[config.mk]
export PLATFORM = sky130hd
export DESIGN_NAME = reg_scoreboard
export DESIGN_NICKNAME = d
export VERILOG_FILES = /design/src/rtl/reg_scoreboard.sv
export SDC_FILE = /design/constraint.sdc
export NUM_CORES = 1
export LEC_CHECK = 0
export ABC_AREA = 1
export CAP_MARGIN = 0
export CORE_MARGIN = 2
export CORE_UTILIZATION = 55
export CTS_BUF_LIST = sky130_fd_sc_hd__clkbuf_4
export CTS_CLUSTER_SIZE = 25
export DETAILED_ROUTE_END_ITERATION = 6
export PLACE_DENSITY = 0.8
export SLEW_MARGIN = 0
export SYNTH_ARGS = -nofsm -noshare
export SYNTH_HDL_FRONTEND = slang
export SYNTH_SLANG_ARGS = --single-unit
[constraint.sdc]
create_clock -name clk -period 3.2 [get_ports clk]
set_input_delay 0.96 -clock clk [delete_from_list [all_inputs] [get_ports clk]]
set_output_delay 0.96 -clock clk [all_outputs]
set_load 0.05 [all_outputs]
[src/rtl/reg_scoreboard.sv]
// Register write scoreboard.
// Tracks in-flight register writes between issue (D->E) and writeback. Each
// register has an in-flight write count and a countdown of cycles until its
// youngest result can be forwarded. The block raises the decode-stage stall for
// hazards the bypass network cannot cover: load-use, multi-cycle MDU results,
// and saturation of the per-register in-flight counter.
module reg_scoreboard #(
    parameter int unsigned LOAD_LAT = 1,
    parameter int unsigned MDU_LAT  = 4,
    parameter int unsigned CNT_W    = 3
) (
    input  logic        clk,
    input  logic        rst_n,
    input  logic [4:0]  rsD,
    input  logic [4:0]  rtD,
    input  logic        rs_useD,
    input  logic        rt_useD,
    input  logic        issue_valid,
    input  logic        issue_we,
    input  logic [4:0]  issue_rd,
    input  logic [1:0]  issue_kind,
    input  logic        wb_valid,
    input  logic [4:0]  wb_rd,
    output logic        stallD,
    output logic [31:0] busy_mask,
    output logic [31:0] stall_cycles,
    output logic        err_underflow
);

    localparam logic [CNT_W-1:0] LoadLatC = CNT_W'(LOAD_LAT);
    localparam logic [CNT_W-1:0] MduLatC  = CNT_W'(MDU_LAT);

    localparam logic [1:0] KindAlu  = 2'b00;
    localparam logic [1:0] KindLoad = 2'b01;

    // Per-register state; entry 0 exists only for uniform indexing and stays zero.
    logic [1:0]       r_inflight  [32];
    logic [CNT_W-1:0] r_ready_cnt [32];
    logic [31:0]      r_stall_cycles;
    logic             r_err_underflow;

    logic [1:0]       w_inflight_d  [32];
    logic [CNT_W-1:0] w_ready_cnt_d [32];
    logic [31:0]      w_stall_cycles_d;
    logic             w_err_underflow_d;

    logic             w_rs_hazard;
    logic             w_rt_hazard;
    logic             w_waw_full;
    logic             w_stall;
    logic             w_accept;
    logic             w_track;
    logic             w_wb;
    logic             w_wb_underflow;
    logic [CNT_W-1:0] w_issue_lat;

    // Result latency of the issuing instruction; kind 11 is treated as MDU.
    always_comb begin
        w_issue_lat = MduLatC;
        case (issue_kind)
            KindAlu:  w_issue_lat = '0;
            KindLoad: w_issue_lat = LoadLatC;
            default:  w_issue_lat = MduLatC;
        endcase
    end

    // Hazard detection from current register state only; writeback in the same
    // cycle does not relieve a stall.
    always_comb begin
        w_rs_hazard = rs_useD && (rsD != 5'd0) && (r_ready_cnt[rsD] != '0);
        w_rt_hazard = rt_useD && (rtD != 5'd0) && (r_ready_cnt[rtD] != '0);
        w_waw_full  = issue_we && (issue_rd != 5'd0) && (r_inflight[issue_rd] == 2'd3);
        // Held low during reset so the pipeline is not frozen while state clears.
        w_stall     = rst_n && issue_valid && (w_rs_hazard || w_rt_hazard || w_waw_full);
        w_accept    = issue_valid && !w_stall;
        w_track     = w_accept && issue_we && (issue_rd != 5'd0);
        w_wb        = wb_valid && (wb_rd != 5'd0);
    end

    // Writeback to a register with nothing in flight; a same-cycle issue to the
    // same register cancels it out and is not an error.
    always_comb begin
        w_wb_underflow = w_wb && (r_inflight[wb_rd] == 2'd0)
                         && !(w_track && (issue_rd == wb_rd));
    end

    // Next-state for the per-register countdowns and in-flight counts.
    always_comb begin
        w_inflight_d[0]  = '0;
        w_ready_cnt_d[0] = '0;
        for (int r = 1; r < 32; r++) begin
            logic w_iss_hit;
            logic w_wb_hit;
            w_iss_hit = w_track && (issue_rd == 5'(r));
            w_wb_hit  = w_wb && (wb_rd == 5'(r));

            // Youngest write governs: a new issue reloads the countdown outright.
            w_ready_cnt_d[r] = r_ready_cnt[r];
            if (w_iss_hit) begin
                w_ready_cnt_d[r] = w_issue_lat;
            end else if (r_ready_cnt[r] != '0) begin
                w_ready_cnt_d[r] = r_ready_cnt[r] - 1'b1;
            end

            // Count never exceeds 3: issue to a full register is stalled.
            w_inflight_d[r] = r_inflight[r];
            case ({w_iss_hit, w_wb_hit})
                2'b10: w_inflight_d[r] = r_inflight[r] + 2'd1;
                2'b01: begin
                    if (r_inflight[r] != 2'd0) begin
                        w_inflight_d[r] = r_inflight[r] - 2'd1;
                    end
                end
                default: w_inflight_d[r] = r_inflight[r];
            endcase
        end
    end

    // Saturating stall counter and sticky underflow flag.
    always_comb begin
        w_stall_cycles_d = r_stall_cycles;
        if (w_stall && (r_stall_cycles != '1)) begin
            w_stall_cycles_d = r_stall_cycles + 32'd1;
        end
        w_err_underflow_d = r_err_underflow || w_wb_underflow;
    end

    // State registers with synchronous active-low reset.
    always_ff @(posedge clk) begin
        if (!rst_n) begin
            for (int r = 0; r < 32; r++) begin
                r_inflight[r]  <= '0;
                r_ready_cnt[r] <= '0;
            end
            r_stall_cycles  <= '0;
            r_err_underflow <= 1'b0;
        end else begin
            for (int r = 0; r < 32; r++) begin
                r_inflight[r]  <= w_inflight_d[r];
                r_ready_cnt[r] <= w_ready_cnt_d[r];
            end
            r_stall_cycles  <= w_stall_cycles_d;
            r_err_underflow <= w_err_underflow_d;
        end
    end

    // Busy view derived directly from the registered in-flight counts.
    always_comb begin
        busy_mask = '0;
        for (int r = 1; r < 32; r++) begin
            busy_mask[r] = (r_inflight[r] != 2'd0);
        end
    end

    assign stallD        = w_stall;
    assign stall_cycles  = r_stall_cycles;
    assign err_underflow = r_err_underflow;

endmodule

== Word-level counts from Yosys, hierarchy flattened ==
Memory sizes are Yosys's and may differ from the RTL's.
Cells that the tools add are included.
Storage, ports and cells
  flip-flop bits (word level): 33
  bits in latches: 0
  output and inout port bits: 66
  memory bits (writable): 160
  input port bits: 29
  memories kept: 2
  bits in read-only memories: 0
Memories
  r_ready_cnt: words 32, bits a word 3, rd ports 33, clocked after memory_dff 0, wr ports 32, line 38  | logic [CNT_W-1:0] r_ready_cnt [32];
  r_inflight: words 32, bits a word 2, rd ports 33, clocked after memory_dff 0, wr ports 32, line 37  | logic [1:0] r_inflight [32];
Cells by class
  multipliers: 0
  equality and inequality tests: 128
  reductions and logical operators: 153
  shift-type cells: 0
  bitwise gates (word level): 64
  divide/modulo/power cells: 0
  add/subtract/negate cells: 94
  $lt $le $gt $ge: 0
  muxes and demuxes: 191
Operator list (count)
  $mux 3: 94
  $eq 5x5->1 const B: 32
  $mux 2: 63
  $pmux 2 s2: 31
  $reduce_bool 3->1: 33
  $sub 3x1->3 const B: 31
  $eq 5x4->1 const B: 16
  $logic_and 1x1->1: 78
  $eq 2x1->1 const B: 32
  $eq 2x2->1 const B: 32
  $or 1x1->1: 64
  $add 2x1->2 const B: 31
  $reduce_bool 2->1: 31
  $sub 2x1->2 const B: 31
  $eq 5x3->1 const B: 8
  $add 32x1->32 const B: 1
  $ne 32x32->1 const B: 1
  $eq 5x2->1 const B: 4
  $reduce_bool 5->1: 4
  $eq 5x1->1 const B: 2
  $pmux 3 s2: 1
  $eq 5x5->1: 1
  $logic_not 2->1: 2
  $logic_or 1x1->1: 3
  other kinds (2): 4

== Longest topological paths before layout ==
Gate-level depths: netlist of the first run.
  word-level depth: 14
  mapped depth: 22
  mapped depth without buffers: 20

== Worst setup path after synthesis of the first run ==
Ideal clock, no wire load.
  kind: input port to output port
  start: input rsD[1]
  end: output stallD
  arrival time: 2189 ps
  data required time: 2240 ps
  stages: 13
  buffers on the path: 2
  path slack: 51 ps
  path through: buf_4 > inv_2 > buf_2 > nand3_1 > nand2_1 > nor2_1 > a21oi_1 > nand2_1 > nand3_1 > nand3_1 > nand3_1 > nand2_2 > inv_2
Between the ends
  word-level cells in the longest chain between the ends: 6
RTL lines
  start, declared: line 14  | input logic [4:0] rsD,
  $mem_v2 32x3 or $reduce_bool 5->1 (tied branches)
  $reduce_bool 3->1 or $logic_and 1x1->1 (tied branches): line 70  | w_rs_hazard = rs_useD && (rsD != 5'd0) && (r_ready_cnt[rsD] != '0);
  $logic_and 1x1->1 *: line 70
  $logic_or 1x1->1 * (2 in a row): line 74  | w_stall = rst_n && issue_valid && (w_rs_hazard || w_rt_hazard || w_waw_full);
  $logic_and 1x1->1 *: line 74
  end, declared: line 24  | output logic stallD,
Mark *: on every way between the ends. The rest lies on a longest branch, timed or not.

== Worst setup path after layout of the first run ==
  start: input rtD[0]
  end: output stallD
Between the ends
  word-level cells in the longest chain between the ends: 6
RTL lines
  start, declared: line 15  | input logic [4:0] rtD,
  $mem_v2 32x3 or $reduce_bool 5->1 (tied branches)
  $reduce_bool 3->1 or $logic_and 1x1->1 (tied branches): line 71  | w_rt_hazard = rt_useD && (rtD != 5'd0) && (r_ready_cnt[rtD] != '0);
  $logic_and 1x1->1 *: line 71
  $logic_or 1x1->1 * (2 in a row): line 74
  $logic_and 1x1->1 *: line 74
Marks and branches as above.

==> flow_metrics.env, run 1 <==
export IMPL_cp_start_kind="input port"
export IMPL_required_ns=2.24
export IMPL_fillers=2067
export IMPL_grt_antenna_before_repair=1
export IMPL_leakage_nw=7.10
export IMPL_cts_path_max_buffers=2
export IMPL_io_pins=95
export IMPL_netlist_area_sq_um=13300
export IMPL_synthFlopType="dfxtp_1"
export IMPL_nets=2424
export IMPL_syn2layout_area_growth_pct=20.0
export IMPL_grt_overflow_total=0
export IMPL_core_area_sq_um=23500
export IMPL_grt_pass1_wl_microns=67600
export IMPL_yosysTopAreaCellShare=0.284
export IMPL_dieArea_sq_um=25400
export IMPL_syn_avg_cell_area_sq_um=6.17
export IMPL_post_route_min_period_ns=3.41
export IMPL_clock_root_buffer="clkbuf_4"
export IMPL_slew_viol_final=0
export IMPL_worst_setup_path_type="in2out"
export IMPL_path_cells="clkdlybuf4s15_2 -> buf_6 -> buf_4 -> nor2_1 -> nand3_1 -> nand4_1 -> nand2_1 -> nand3_1 -> nand3_1 -> nand3_4 -> nand3_4 -> nand2_4 -> inv_4 -> buf_12"
export IMPL_final_util=0.676
export IMPL_violations="design-rule violations, negative setup slack"
export IMPL_status="complete, but fails checks"
export IMPL_fin_ws_ns=-0.212
export IMPL_cpMaxStageDelayCell="clkdlybuf4s15_2"
export IMPL_synth_fp_nets=2243
export IMPL_crit_path_frequent_cell="nand3_1"
export IMPL_cts_tree="yes"
export IMPL_maxCapViolations=0
export IMPL_clock_sinks=188
export IMPL_cp_arrival_ns=2.45
export IMPL_synth_top_cells_by_area="dfxtp_1 (28%), nand2_1 (13%), nor2_1 (10%), nand3_1 (8.5%), inv_1 (8.2%)"
export IMPL_clock_skew_ns=0.0289
export IMPL_grt_pass1_vias=13800
export IMPL_synth_edff_count=0
export IMPL_ff_latch_area_sq_um=3760
export IMPL_insertion_delay_ns=0.58
export IMPL_rsz0062_at_grt="yes"
export IMPL_grt_usage=0.324
export IMPL_globalplace_congestion=1.02
export IMPL_drive_above_1_share=0.105
export IMPL_slew_headroom=0.425
export IMPL_path_clk_slew_ns=0.15
export IMPL_ys_seq_area_frac=0.284
export IMPL_num_vias=14800
export IMPL_multiInputGateArea_sq_um=8110
export IMPL_setup_violations=1
export IMPL_cts_buffers=17
export IMPL_cp_max_fo=8
export IMPL_async_reset_ff_frac=0
export IMPL_synth_seq_cells=188
export IMPL_port_buffers=93
export IMPL_timing_final_crit_share=1.07
export IMPL_slowest_delay_ns=0.21
export IMPL_cts_htree_levels=4
export IMPL_routed_wl_microns=41800
export IMPL_synth_most_common_cell="nand2_1"
export IMPL_power_density_nw_per_um2=538
export IMPL_hpwl_microns=31500
export IMPL_rows=56
export IMPL_synth_cells_most_frequent="nand2_1 (463), nor2_1 (370), inv_1 (289), nand3_1 (226), dfxtp_1 (188)"
export IMPL_first_pass_iters=7
export IMPL_worst_pin_slew_ns=0.862
export IMPL_end_kind="output port"
export IMPL_fin_setup_tns_ns=-0.212
export IMPL_grt_max_degree=74
export IMPL_initial_core_util=0.564
export IMPL_die_h_microns=159
export IMPL_synth_area_leader_cell="dfxtp_1"
export IMPL_die_w_microns=159
export IMPL_synth_cell_types=37
export IMPL_min_path_type="reg2reg"
export IMPL_drt_iter0_drc=1570
export IMPL_synth_warnings=0
export IMPL_ir_drop_uv=298
export IMPL_clock_fmax_ghz=0.293
export IMPL_drcViolationCount=1
export IMPL_total_power_mw=8.56
export IMPL_ant_nets=0
export IMPL_via_per_inst=5.56
export IMPL_wire_per_inst_microns=15.7
export IMPL_syn_inst=2151
export IMPL_hold_viol_final=0
==> critical path: cells and delay by family <==
| family | cells | cell delay [ns] |
|---|---|---|
| AND/OR/NAND/NOR | 9 | 0.80 |
| buffers and inverters | 5 | 0.68 |
==> kinds of logic (layout without fill, tap and decap cells) <==
group	after synthesis	count (layout)	synth area share
flip-flops	188	188	0.284
adder cells (fa/ha/maj)	63	63	0.0594
AND/OR/NAND/NOR	1185	1185	0.383
other	1	4	0.000283
AO/OA/AOI/OAI	290	290	0.126
XOR/XNOR	51	51	0.0337
buffers and inverters	373	567	0.113
==> cells in the final DEF (no fill, tap or decap), types with 8 or more instances in the layout <==
master	n
buf_6	8
nand2_1	460
inv_1	285
ha_1	63
nor3_1	41
dfxtp_1	188
nor2_1	363
o221ai_1	9
a21oi_1	147
o211ai_1	31
nand3_1	218
xor2_1	46
clkdlybuf4s50_1	80
clkbuf_4	18
o21ai_0	49
a211oi_1	35
nand4_1	42
buf_12	10
nor4_1	8
buf_4	129
or2_2	16
==> per-stage QoR <==
stage,cells,hold WS (ns),setup WS (ns),area [sq um]
5_1_grt,2667,0.512,-0.301,15900
2_1_floorplan,2151,0.453,0.0509,13300
3_5_place_dp,2627,0.476,-0.875,15400
6_report,2667,0.503,-0.212,15900
4_1_cts,2663,0.500,-0.224,15800
3_3_place_gp,2627,0.470,-0.947,15400
==> routing by layer <==
| layer | share of wire | track usage | vias up |
|---|---|---|---|
| li1 | - | - | 7343 |
| met1 | 0.44 | 0.432 | 6724 |
| met2 | 0.45 | 0.525 | 651 |
| met3 | 0.073 | 0.0430 | 122 |
| met4 | 0.043 | 0.146 | 0 |
| met5 | 0 | 0 | - |
==> flip-flops by register name, summed over array words and instances, names as in the netlist <==
name	flops
r_ready_cnt	93
r_inflight	62
stall_cycles	32
err_underflow	1
==> final timing paths <==
path	start	endpoint	slack, ns	cells past startpoint
worst max register to register	stall_cycles[0]	stall_cycles[16]	0.45	14
worst min-delay path	r_ready_cnt[1][0]	r_ready_cnt[1][0]	0.50	2
worst min register to register	r_ready_cnt[1][0]	r_ready_cnt[1][0]	0.50	2
worst max-delay path	rtD[0]	stallD	-0.21	14
==> final cells by class <==
type                            instances  share of cell area
Timing Repair inverter                  1            0.000314
Multi-Input combinational cell       1590               0.510
Antenna cell                            3            0.000472
Timing Repair Buffer                  236               0.135
Clock inverter                         14              0.0131
Clock buffer                           18             0.00849
Sequential cell                       188               0.236
Tap cell                              319              0.0251
Inverter                              298              0.0713
==> power breakdown <==
group	internal, mW	switching, mW
sequential	2.85	0.306
clock	0.652	0.926
combinational	1.49	2.33
==> repair_timing <==
| action | CTS | global route |
|---|---|---|
| setup endpoints to repair | 124 | 1 |
| gates cloned | 1 | 1 |
| buffers inserted | 3 | 1 |
| hold buffers | 0 | 0 |
| pin swaps | 19 | 5 |
| gates resized for setup | 64 | 19 |
| endpoints found under the hold margin | 0 | 0 |
(Power assumes the default switching activity.)
==> run 2: changes to the inputs <==
Settings changed: CORE_UTILIZATION 55 to 30, PLACE_DENSITY 0.8 to 0.51, REMOVE_ABC_BUFFERS set to 1.
Clock period 3.2 ns to 4.05 ns, I/O delays scaled along.
==> flow_metrics.env, run 2 (synthesized netlist as in run 1, its figures left out) <==
export IMPL_status="finished, final reports clean"
export IMPL_placed_area_sq_um=15600
export IMPL_reg2reg_from="r_ready_cnt[3][2]"
export IMPL_die_h_microns=214
export IMPL_grt_pass1_wl_microns=71400
export IMPL_wire_per_inst_microns=15.4
export IMPL_final_util=0.369
export IMPL_regMostFlops="r_ready_cnt"
export IMPL_grt_overflow_total=0
export IMPL_slew_headroom=0.496
export IMPL_first_pass_iters=5
export IMPL_grt_pass1_vias=13400
export IMPL_most_common_layout_cells="nand2_1 (457), nor2_1 (363), inv_1 (287), nand3_1 (219), dfxtp_1 (188)"
export IMPL_clock_root_buffer="clkbuf_4"
export IMPL_end_kind="output port"
export IMPL_clock_fmax_ghz=0.255
export IMPL_ir_drop_uv=220
export IMPL_port_buffers=93
export IMPL_core_area_sq_um=43900
export IMPL_endpoint="stallD"
export IMPL_grt_antenna_before_repair=2
export IMPL_nets=2406
export IMPL_final_area_sq_um=16200
export IMPL_num_vias=14100
export IMPL_worst_path_buf_inv=5
export IMPL_r2r_end="r_inflight[17][0]"
export IMPL_slew_viol_final=0
export IMPL_crit_family="buffers and inverters"
export IMPL_clock_sinks=188
export IMPL_insertion_delay_ns=0.75
export IMPL_crit_cells=10
export IMPL_via_per_inst=4.84
export IMPL_largest_reg_flops=93
export IMPL_fillers=4835
export IMPL_setup_violations=0
export IMPL_slowest_delay_ns=0.58
export IMPL_r2r_setup_slack_ns=1.25
export IMPL_initial_core_util=0.302
export IMPL_required_ns=2.83
export IMPL_leakage_nw=7.04
export IMPL_worst_pin_slew_ns=0.756
export IMPL_mostFrequentLayoutCell="nand2_1"
export IMPL_timing_final_crit_share=0.970
export IMPL_cpMaxStageDelayCell="clkdlybuf4s50_1"
export IMPL_worst_setup_path_type="in2out"
export IMPL_cp_start_kind="input port"
export IMPL_grt_max_degree=66
export IMPL_drcViolationCount=0
export IMPL_min_path_type="reg2reg"
export IMPL_cp_max_fo=5
export IMPL_drive_above_1_share=0.0984
export IMPL_path_clk_slew_ns=0.16
export IMPL_startpoint="issue_rd[4]"
export IMPL_cts_tree="yes"
export IMPL_fin_setup_tns_ns=0
export IMPL_cts_buffers=17
export IMPL_dieArea_sq_um=45900
export IMPL_path_cells="clkdlybuf4s50_1 -> inv_1 -> nand3_1 -> nand2_1 -> inv_1 -> nand3_2 -> nand3_2 -> nand2_4 -> inv_4 -> buf_12"
export IMPL_hpwl_microns=34200
export IMPL_cts_htree_levels=4
export IMPL_syn2layout_area_growth_pct=22.1
export IMPL_cp_arrival_ns=2.71
export IMPL_total_power_mw=6.71
export IMPL_globalplace_congestion=0.924
export IMPL_rows=77
export IMPL_routed_wl_microns=45000
export IMPL_ant_nets=0
export IMPL_clock_skew_ns=0.0251
export IMPL_io_pins=95
export IMPL_hold_viol_final=0
export IMPL_rr_worst_depth=20
export IMPL_grt_usage=0.196
export IMPL_maxCapViolations=0
export IMPL_cts_path_max_buffers=2
export IMPL_drt_iter0_drc=906
export IMPL_rsz0062_at_grt="no"
export IMPL_power_density_nw_per_um2=414
export IMPL_die_w_microns=214
export IMPL_post_route_min_period_ns=3.93
[run 2: layout make-up]
cell class,count,area [sq um],area share
multi-input cells,1590,8100,0.500
flip-flops and latches,188,3760,0.232
repair buffers,218,2130,0.132
inverters,298,1140,0.0702
well taps,592,741,0.0457
clock inverters,12,164,0.0101
clock buffers,20,150,0.00927
repair inverters,1,7.51,0.000463
diodes,2,5.00,0.000309
[run 2: tightest hold or removal path: cells and delay by family (launching register included)]
kind	cells	cell delay, ns
flip-flops	1	0.36
AO/OA/AOI/OAI	1	0.06
AND/OR/NAND/NOR	1	0.06
[run 2: report_power, final]
group / switching [mW] / total, mW / internal [mW] / leakage (nW)
Clock: 0.741 / 1.20 / 0.456 / 0.162
Combinational: 1.84 / 3.01 / 1.17 / 5.34
Sequential: 0.241 / 2.50 / 2.25 / 1.54
Total: 2.82 / 6.71 / 3.88 / 7.04
[run 2: per-stage QoR]
| stage | setup WS (ns) | hold slack (ns) | cells |
|---|---|---|---|
| 2_1_floorplan | -1.22 | 0.453 | 2076 |
| 3_3_place_gp | -0.430 | 0.469 | 2875 |
| 3_5_place_dp | -0.437 | 0.470 | 2875 |
| 5_1_grt | 0.00113 | 0.533 | 2921 |
| 6_report | 0.122 | 0.500 | 2921 |
| 4_1_cts | 0.00467 | 0.505 | 2920 |
[run 2: worst min path at each step]
| stage | end | depth (start not counted) | start |
|---|---|---|---|
| after floorplan | r_inflight[3][1] | 2 | r_inflight[3][1] |
| after global placement | r_ready_cnt[1][0] | 2 | r_ready_cnt[1][0] |
| after detailed placement | err_underflow | 2 | err_underflow |
| after CTS | r_ready_cnt[1][0] | 2 | r_ready_cnt[1][0] |
| after global routing | r_ready_cnt[1][0] | 2 | r_ready_cnt[1][0] |
| final | r_ready_cnt[1][0] | 2 | r_ready_cnt[1][0] |
[run 2: timing repair]
action	4_1_cts	5_1_grt
hold buffers	0	0
cloned	4	0
resized for setup	57	37
endpoints found under the hold margin	0	0
setup endpoints to repair	1	1
buffers inserted	10	2
pin swaps	24	13
[run 2: per-layer routing]
metal | GRT usage | up-vias | part of all wire
li1 | - | 7301 | -
met1 | 0.261 | 6480 | 0.48
met2 | 0.318 | 295 | 0.45
met3 | 0.0372 | 54 | 0.044
met4 | 0.0646 | 0 | 0.023
met5 | 0 | - | 0
